<file path="src/rtl/sc_pkg.sv">
// Shared types and helpers for the stochastic number generator bank.
// The bit-reverse helper is width-generic up to BITREV_MAX bits.
package sc_pkg;

   localparam int BITREV_MAX = 32;

   typedef enum logic [1:0] {
      SEQ_COUNT    = 2'd0,
      SEQ_VDC      = 2'd1,
      SEQ_SCRAMBLE = 2'd2,
      SEQ_RSVD     = 2'd3
   } seq_mode_e;

   typedef enum {S_IDLE, S_RUN, S_DONE} sng_state_e;

   // Reverses the low w bits of v; bits at and above w come back as zero.
   function automatic logic [BITREV_MAX-1:0] bitrev(input logic [BITREV_MAX-1:0] v,
                                                    input int w);
      logic [BITREV_MAX-1:0] r;
      r = '0;
      for (int i = 0; i < BITREV_MAX; i++) begin
         if (i < w) r[i] = v[w-1-i];
      end
      return r;
   endfunction

endpackage

</file>
<file path="src/rtl/sc_sng_bank_if.sv">
// Stream-control and stochastic-bit bundle between a consumer and the SNG bank.
interface sc_sng_bank_if #(
   parameter int WIDTH  = 12,
   parameter int NUM_CH = 4
);
   logic                        start;
   logic                        abort;
   logic [NUM_CH*WIDTH-1:0]     x_in;
   logic [NUM_CH*2-1:0]         mode_in;
   logic [NUM_CH*WIDTH-1:0]     key_in;
   logic                        bit_ready;
   logic                        bit_valid;
   logic [NUM_CH-1:0]           bits;
   logic [NUM_CH*WIDTH-1:0]     seq_out;
   logic                        busy;
   logic                        done;
   logic [NUM_CH*(WIDTH+1)-1:0] ones_cnt;

   modport master (
      output start, abort, x_in, mode_in, key_in, bit_ready,
      input  bit_valid, bits, seq_out, busy, done, ones_cnt
   );

   modport slave (
      input  start, abort, x_in, mode_in, key_in, bit_ready,
      output bit_valid, bits, seq_out, busy, done, ones_cnt
   );
endinterface

</file>
<file path="src/rtl/sc_seq_map.sv">
// Maps the shared counter to one channel's low-discrepancy sequence value.
module sc_seq_map
   import sc_pkg::*;
#(
   parameter int WIDTH = 12
) (
   input  logic [WIDTH-1:0] count,
   input  seq_mode_e        mode,
   input  logic [WIDTH-1:0] key,
   output logic [WIDTH-1:0] seq
);

   logic [WIDTH-1:0] rev;

   assign rev = WIDTH'(bitrev(BITREV_MAX'(count), WIDTH));

   // NOTE: the default assignment ahead of the case keeps every path driven, so no latch.
   always_comb begin
      seq = rev;
      case (mode)
         SEQ_COUNT:    seq = count;
         SEQ_SCRAMBLE: seq = rev ^ key;
         default:      seq = rev;
      endcase
   end

endmodule

</file>
<file path="src/rtl/sc_sng_bank.sv">
// Multi-channel SNG bank: shared counter, per-channel sequence maps and comparators,
// ones accumulators, and a start/run/done FSM framing one 2^WIDTH-bit period.
module sc_sng_bank
   import sc_pkg::*;
#(
   parameter int WIDTH  = 12,
   parameter int NUM_CH = 4
) (
   input logic          clock,
   input logic          reset,
   sc_sng_bank_if.slave bus
);

   localparam logic [WIDTH-1:0] LAST = '1;

   sng_state_e        state, state_nxt;
   logic [WIDTH-1:0]  count;
   logic [WIDTH-1:0]  x_q    [NUM_CH];
   seq_mode_e         mode_q [NUM_CH];
   logic [WIDTH-1:0]  key_q  [NUM_CH];
   logic [WIDTH-1:0]  seq    [NUM_CH];
   logic [WIDTH:0]    ones_q [NUM_CH];
   logic [NUM_CH-1:0] bits_w;
   logic              run;
   logic              take;

   assign run  = (state == S_RUN);
   assign take = run & ~bus.abort & bus.bit_ready;

   // NOTE: sequential state uses non-blocking assignments so every register sees pre-edge values.
   always_ff @(posedge clock) begin
      if (reset) state <= S_IDLE;
      else       state <= state_nxt;
   end

   always_comb begin
      state_nxt = state;
      case (state)
         S_IDLE:  if (bus.start) state_nxt = S_RUN;
         S_RUN: begin
            if (bus.abort)                               state_nxt = S_IDLE;
            else if (bus.bit_ready && (count == LAST))   state_nxt = S_DONE;
         end
         S_DONE:  state_nxt = S_IDLE;
         default: state_nxt = S_IDLE;
      endcase
   end

   always_comb begin
      bus.bit_valid = run;
      bus.busy      = (state != S_IDLE);
      bus.done      = (state == S_DONE);
   end

   // NOTE: the operand/mode/key latches are reset too, so bits and seq_out read 0 out of reset.
   always_ff @(posedge clock) begin
      if (reset) begin
         count <= '0;
         for (int c = 0; c < NUM_CH; c++) begin
            x_q[c]    <= '0;
            mode_q[c] <= SEQ_COUNT;
            key_q[c]  <= '0;
            ones_q[c] <= '0;
         end
      end else if ((state == S_IDLE) && bus.start) begin
         count <= '0;
         for (int c = 0; c < NUM_CH; c++) begin
            x_q[c]    <= bus.x_in[c*WIDTH +: WIDTH];
            mode_q[c] <= seq_mode_e'(bus.mode_in[c*2 +: 2]);
            key_q[c]  <= bus.key_in[c*WIDTH +: WIDTH];
            ones_q[c] <= '0;
         end
      end else if (take) begin
         count <= count + 1'b1;
         for (int c = 0; c < NUM_CH; c++) begin
            ones_q[c] <= ones_q[c] + (WIDTH+1)'(bits_w[c]);
         end
      end
   end

   for (genvar c = 0; c < NUM_CH; c++) begin : g_ch
      sc_seq_map #(.WIDTH(WIDTH)) u_map (
         .count (count),
         .mode  (mode_q[c]),
         .key   (key_q[c]),
         .seq   (seq[c])
      );
      assign bits_w[c]                               = (x_q[c] > seq[c]);
      assign bus.seq_out[c*WIDTH +: WIDTH]           = seq[c];
      assign bus.ones_cnt[c*(WIDTH+1) +: (WIDTH+1)] = ones_q[c];
   end

   assign bus.bits = bits_w;

endmodule
</file>
<file path="src/flat_wrapper.sv">
// flat-port wrapper written by rule: the top's interface ports become plain ports
module sc_sng_bank_flat import sc_pkg::*;
#(
   parameter int WIDTH  = 12,
   parameter int NUM_CH = 4
)
  (clock, reset, bus_start, bus_abort, bus_x_in, bus_mode_in, bus_key_in, bus_bit_ready, bus_bit_valid, bus_bits, bus_seq_out, bus_busy, bus_done, bus_ones_cnt);
  sc_sng_bank_if #(.WIDTH(WIDTH), .NUM_CH(NUM_CH)) bus_i ();
  input logic clock;
  input logic reset;
  input wire logic [$bits(bus_i.start)-1:0] bus_start;
  input wire logic [$bits(bus_i.abort)-1:0] bus_abort;
  input wire logic [$bits(bus_i.x_in)-1:0] bus_x_in;
  input wire logic [$bits(bus_i.mode_in)-1:0] bus_mode_in;
  input wire logic [$bits(bus_i.key_in)-1:0] bus_key_in;
  input wire logic [$bits(bus_i.bit_ready)-1:0] bus_bit_ready;
  output wire logic [$bits(bus_i.bit_valid)-1:0] bus_bit_valid;
  output wire logic [$bits(bus_i.bits)-1:0] bus_bits;
  output wire logic [$bits(bus_i.seq_out)-1:0] bus_seq_out;
  output wire logic [$bits(bus_i.busy)-1:0] bus_busy;
  output wire logic [$bits(bus_i.done)-1:0] bus_done;
  output wire logic [$bits(bus_i.ones_cnt)-1:0] bus_ones_cnt;
  assign bus_i.start = bus_start;
  assign bus_i.abort = bus_abort;
  assign bus_i.x_in = bus_x_in;
  assign bus_i.mode_in = bus_mode_in;
  assign bus_i.key_in = bus_key_in;
  assign bus_i.bit_ready = bus_bit_ready;
  assign bus_bit_valid = bus_i.bit_valid;
  assign bus_bits = bus_i.bits;
  assign bus_seq_out = bus_i.seq_out;
  assign bus_busy = bus_i.busy;
  assign bus_done = bus_i.done;
  assign bus_ones_cnt = bus_i.ones_cnt;
  sc_sng_bank #(.WIDTH(WIDTH), .NUM_CH(NUM_CH)) u_core (.clock(clock), .reset(reset), .bus(bus_i));
endmodule
</file>
<file path="config.mk">
export PLATFORM = sky130hd
export DESIGN_NAME = sc_sng_bank_flat
export DESIGN_NICKNAME = d
export VERILOG_FILES = /design/src/rtl/sc_pkg.sv /design/src/rtl/sc_sng_bank_if.sv /design/src/rtl/sc_seq_map.sv /design/src/rtl/sc_sng_bank.sv /design/src/flat_wrapper.sv
export SDC_FILE = /design/constraint.sdc
export NUM_CORES = 1
export LEC_CHECK = 0
export CORE_MARGIN = 4
export CORE_UTILIZATION = 51
export CTS_CLUSTER_SIZE = 8
export DETAILED_ROUTE_END_ITERATION = 10
export PLACE_DENSITY_LB_ADDON = 0.12
export RECOVER_POWER = 25
export SLEW_MARGIN = 10
export SYNTH_ARGS = -nofsm -noshare
export SYNTH_HDL_FRONTEND = slang
export SYNTH_HIERARCHICAL = 1
export SYNTH_SLANG_ARGS = --single-unit
export TNS_END_PERCENT = 1
</file>
<file path="constraint.sdc">
create_clock -name clock -period 4.04 [get_ports clock]
set_input_delay 0.808 -clock clock [delete_from_list [all_inputs] [get_ports clock]]
set_output_delay 0.808 -clock clock [all_outputs]
set_load 0.03 [all_outputs]
</file>
==> results.toml <==
[sta]
drv_slew = 0
relSlewSlack_pct = 12.48
setup_viol = 0
post-route-period-util_pct = 95.99
fmax_mhz = 257.9
finalHoldViolCount = 0
worst_pin_slew_ns = 1.313
fin_crit_ns = 3.878
grt_setup_unrepaired = "yes"
fin_skew_ns = 0.008295
holdWs_ns = 0.5046

[min_path]
hold_class = "reg -> reg"

[grt]
grt_pass1_wl_um = 38830
overflow = 0
antenna_found_initial = 0
grt_max_degree = 97
grt_usage_pct = 22.57
grt_pass1_vias = 7514

[clocking]
cts_tree = "built"
path_clk_slew_ns = 0.07
cts_setup_buffers = 0
h-tree-depth = 4
ctsHoldBuffers = 0
root_buffer = "clkbuf_16"
clk_latency_ns = 0.42
clock-sinks = 170
cts_buffers = 17
clockBufferDepth = 2

[synth]
synth_top_cell_by_area = "edfxtp_1"
syn-num-nets = 1093
ys_seq_area_share_pct = 49.86
netlist_top_cells_area = "edfxtp_1, ha_1, and2_1"
synthFlopType = "edfxtp_1"
ys_ff_latch = 170
synthArstFlopShare_pct = 0
synth_edf_count = 143
synth_commonest_cells = "edfxtp_1, and2_1, a21oi_1, inv_1"
yosys.area.top_type_share_pct = 44.29
syn_area_mm2 = 0.009696
netlist_instances = 926
ys_warn_count = 6
synth_area_per_cell_um2 = 10.47
yosysMostFrequentCell = "edfxtp_1"
synth_cell_type_count = 51

[route]
routed-via-count = 7871
drt_iter0_drc = 557
totalWireLength_um = 24740
viasPerCell = 5.606
routedWlPerCell_um = 17.62
drc_errors = 0
first_pass_iters = 5
ant_nets = 0

[die]
core.rowCount = 50
die_y_um = 145.9
initial_core_util_pct = 51.83
dieWidth_um = 145.9
dieArea_mm2 = 0.02128
coreArea_mm2 = 0.01871
io_pins = 216

[final_layout]
regArea_mm2 = 0.004845
n_fill_cell = 1440
final_core_util_pct = 68.64
multi_input_area_mm2 = 0.004467
layout.nets = 1324
drive_gt1_share_pct = 9.231
num_antenna_cells = 0
syn_to_final_growth_pct = 32.42

[setup_path]
crit_fanout = 14
worstSetupPathType = "reg -> out"
rrSetupSlack_ns = 0.25
critPathRequiredTime_ns = 3.23
crit_path_start_kind = "flop"
worstPathArrival_ns = 3.07
cp-end-kind = "output port"

[power_and_ir_drop]
p_leak_uw = 0.004797
power_per_cell_area_mw_per_mm2 = 376.9
vdd_ir_drop_max_mv = 0.2586
p_total_uw = 4839

[job]
maxCapViolCount = 0

[place]
gp_congestion = 0.8484
numPortBuffers = 215
hpwl_um = 17800

[run_status]
status = "finished clean"
==> state kept, by name, summed over array words and instances (netlist names) <==
signal	cells
u_core/count	12
u_core/key_q	48
u_core/mode_q	8
u_core/ones_q	52
u_core/state	2
u_core/x_q	48
==> repair_timing <==
item	in CTS	in global routing
pin swaps	0	0
cloned	0	0
resized for setup	5	11
endpoints found under the setup margin	1	11
==> layout make-up <==
type                    instances  share of cell area (%)
repair buffers                249                   18.92
flip-flops and latches        170                   37.74
well taps                     234                   2.280
inverters                      61                   1.832
clock inverters                11                  0.8576
multi-input cells             658                   34.79
clock buffers                  21                   3.586
==> cells by family (layout without fill, tap and decap cells) <==
group           Yosys count  in the layout  synth area share [%]
simple gates            354            354                 21.67
compound gates          203            203                 12.83
flops                   170            170                 49.86
buf+inv                  98            342                 4.246
fa+ha+maj                58             58                 7.485
xor+xnor                 42             42                 3.794
mux                       1              1                0.1161
==> cell usage in the layout (no fill, tap or decap), types with 7 or more instances in the layout <==
master	instances
nor3_1	8
o22ai_1	32
inv_1	57
nor2_1	45
buf_4	33
a21oi_1	76
o22ai_2	16
edfxtp_1	143
or3_1	7
and2_1	107
xor2_1	24
nand4_1	22
xnor2_1	18
ha_1	58
dfxtp_2	8
clkdlybuf4s50_1	210
nand3_1	28
and3_1	16
clkbuf_16	17
dfxtp_1	19
o21ai_0	58
nand3b_1	48
nor4_1	8
nand2_1	37
==> routing by layer <==
metal,vias up,track usage (%),wire length (um)
met1,3694,29.95,10720
met5,-,0,0
met4,0,7.597,516
met3,33,4.422,1612
li1,3860,-,-
met2,284,37.26,11890
==> worst max-delay path, cell delays in order (launching register included) <==
cell	delay, ns
edfxtp_1	0.56
inv_2	0.22
buf_4	0.17
o22ai_2	0.09
a21oi_1	0.31
inv_1	0.09
ha_1	0.34
nand3_1	0.11
nand3_1	0.08
a221oi_1	0.29
a32oi_1	0.09
buf_4	0.17
buf_12	0.13
==> where the power goes <==
group          switching [uW]  internal [uW]
combinational             634            508
clock                     697            892
sequential               78.2           2030
==> final timing paths <==
check                       start  cells past startpoint                   end
max           u_core/mode_q[0][2]                     12           bus_bits[1]
min          u_core/ones_q[2][10]                      2  u_core/ones_q[2][10]
min reg2reg  u_core/ones_q[2][10]                      2  u_core/ones_q[2][10]
max reg2reg   u_core/mode_q[0][6]                     17  u_core/ones_q[3][12]
==> per-stage QoR <==
stage	std cells	worst slack, ns	cell area [um^2]	TNS (ns)
detailed placement	1372	0.2239	12260	0
global route	1404	-0.01018	12840	-0.01168
global placement	1372	0.3493	12260	0
floorplan	926	-0.1191	9703	-0.2133
finish	1404	0.1618	12840	0
CTS	1404	0.09961	12830	0
Note: power is estimated with default switching activity, not from simulation.
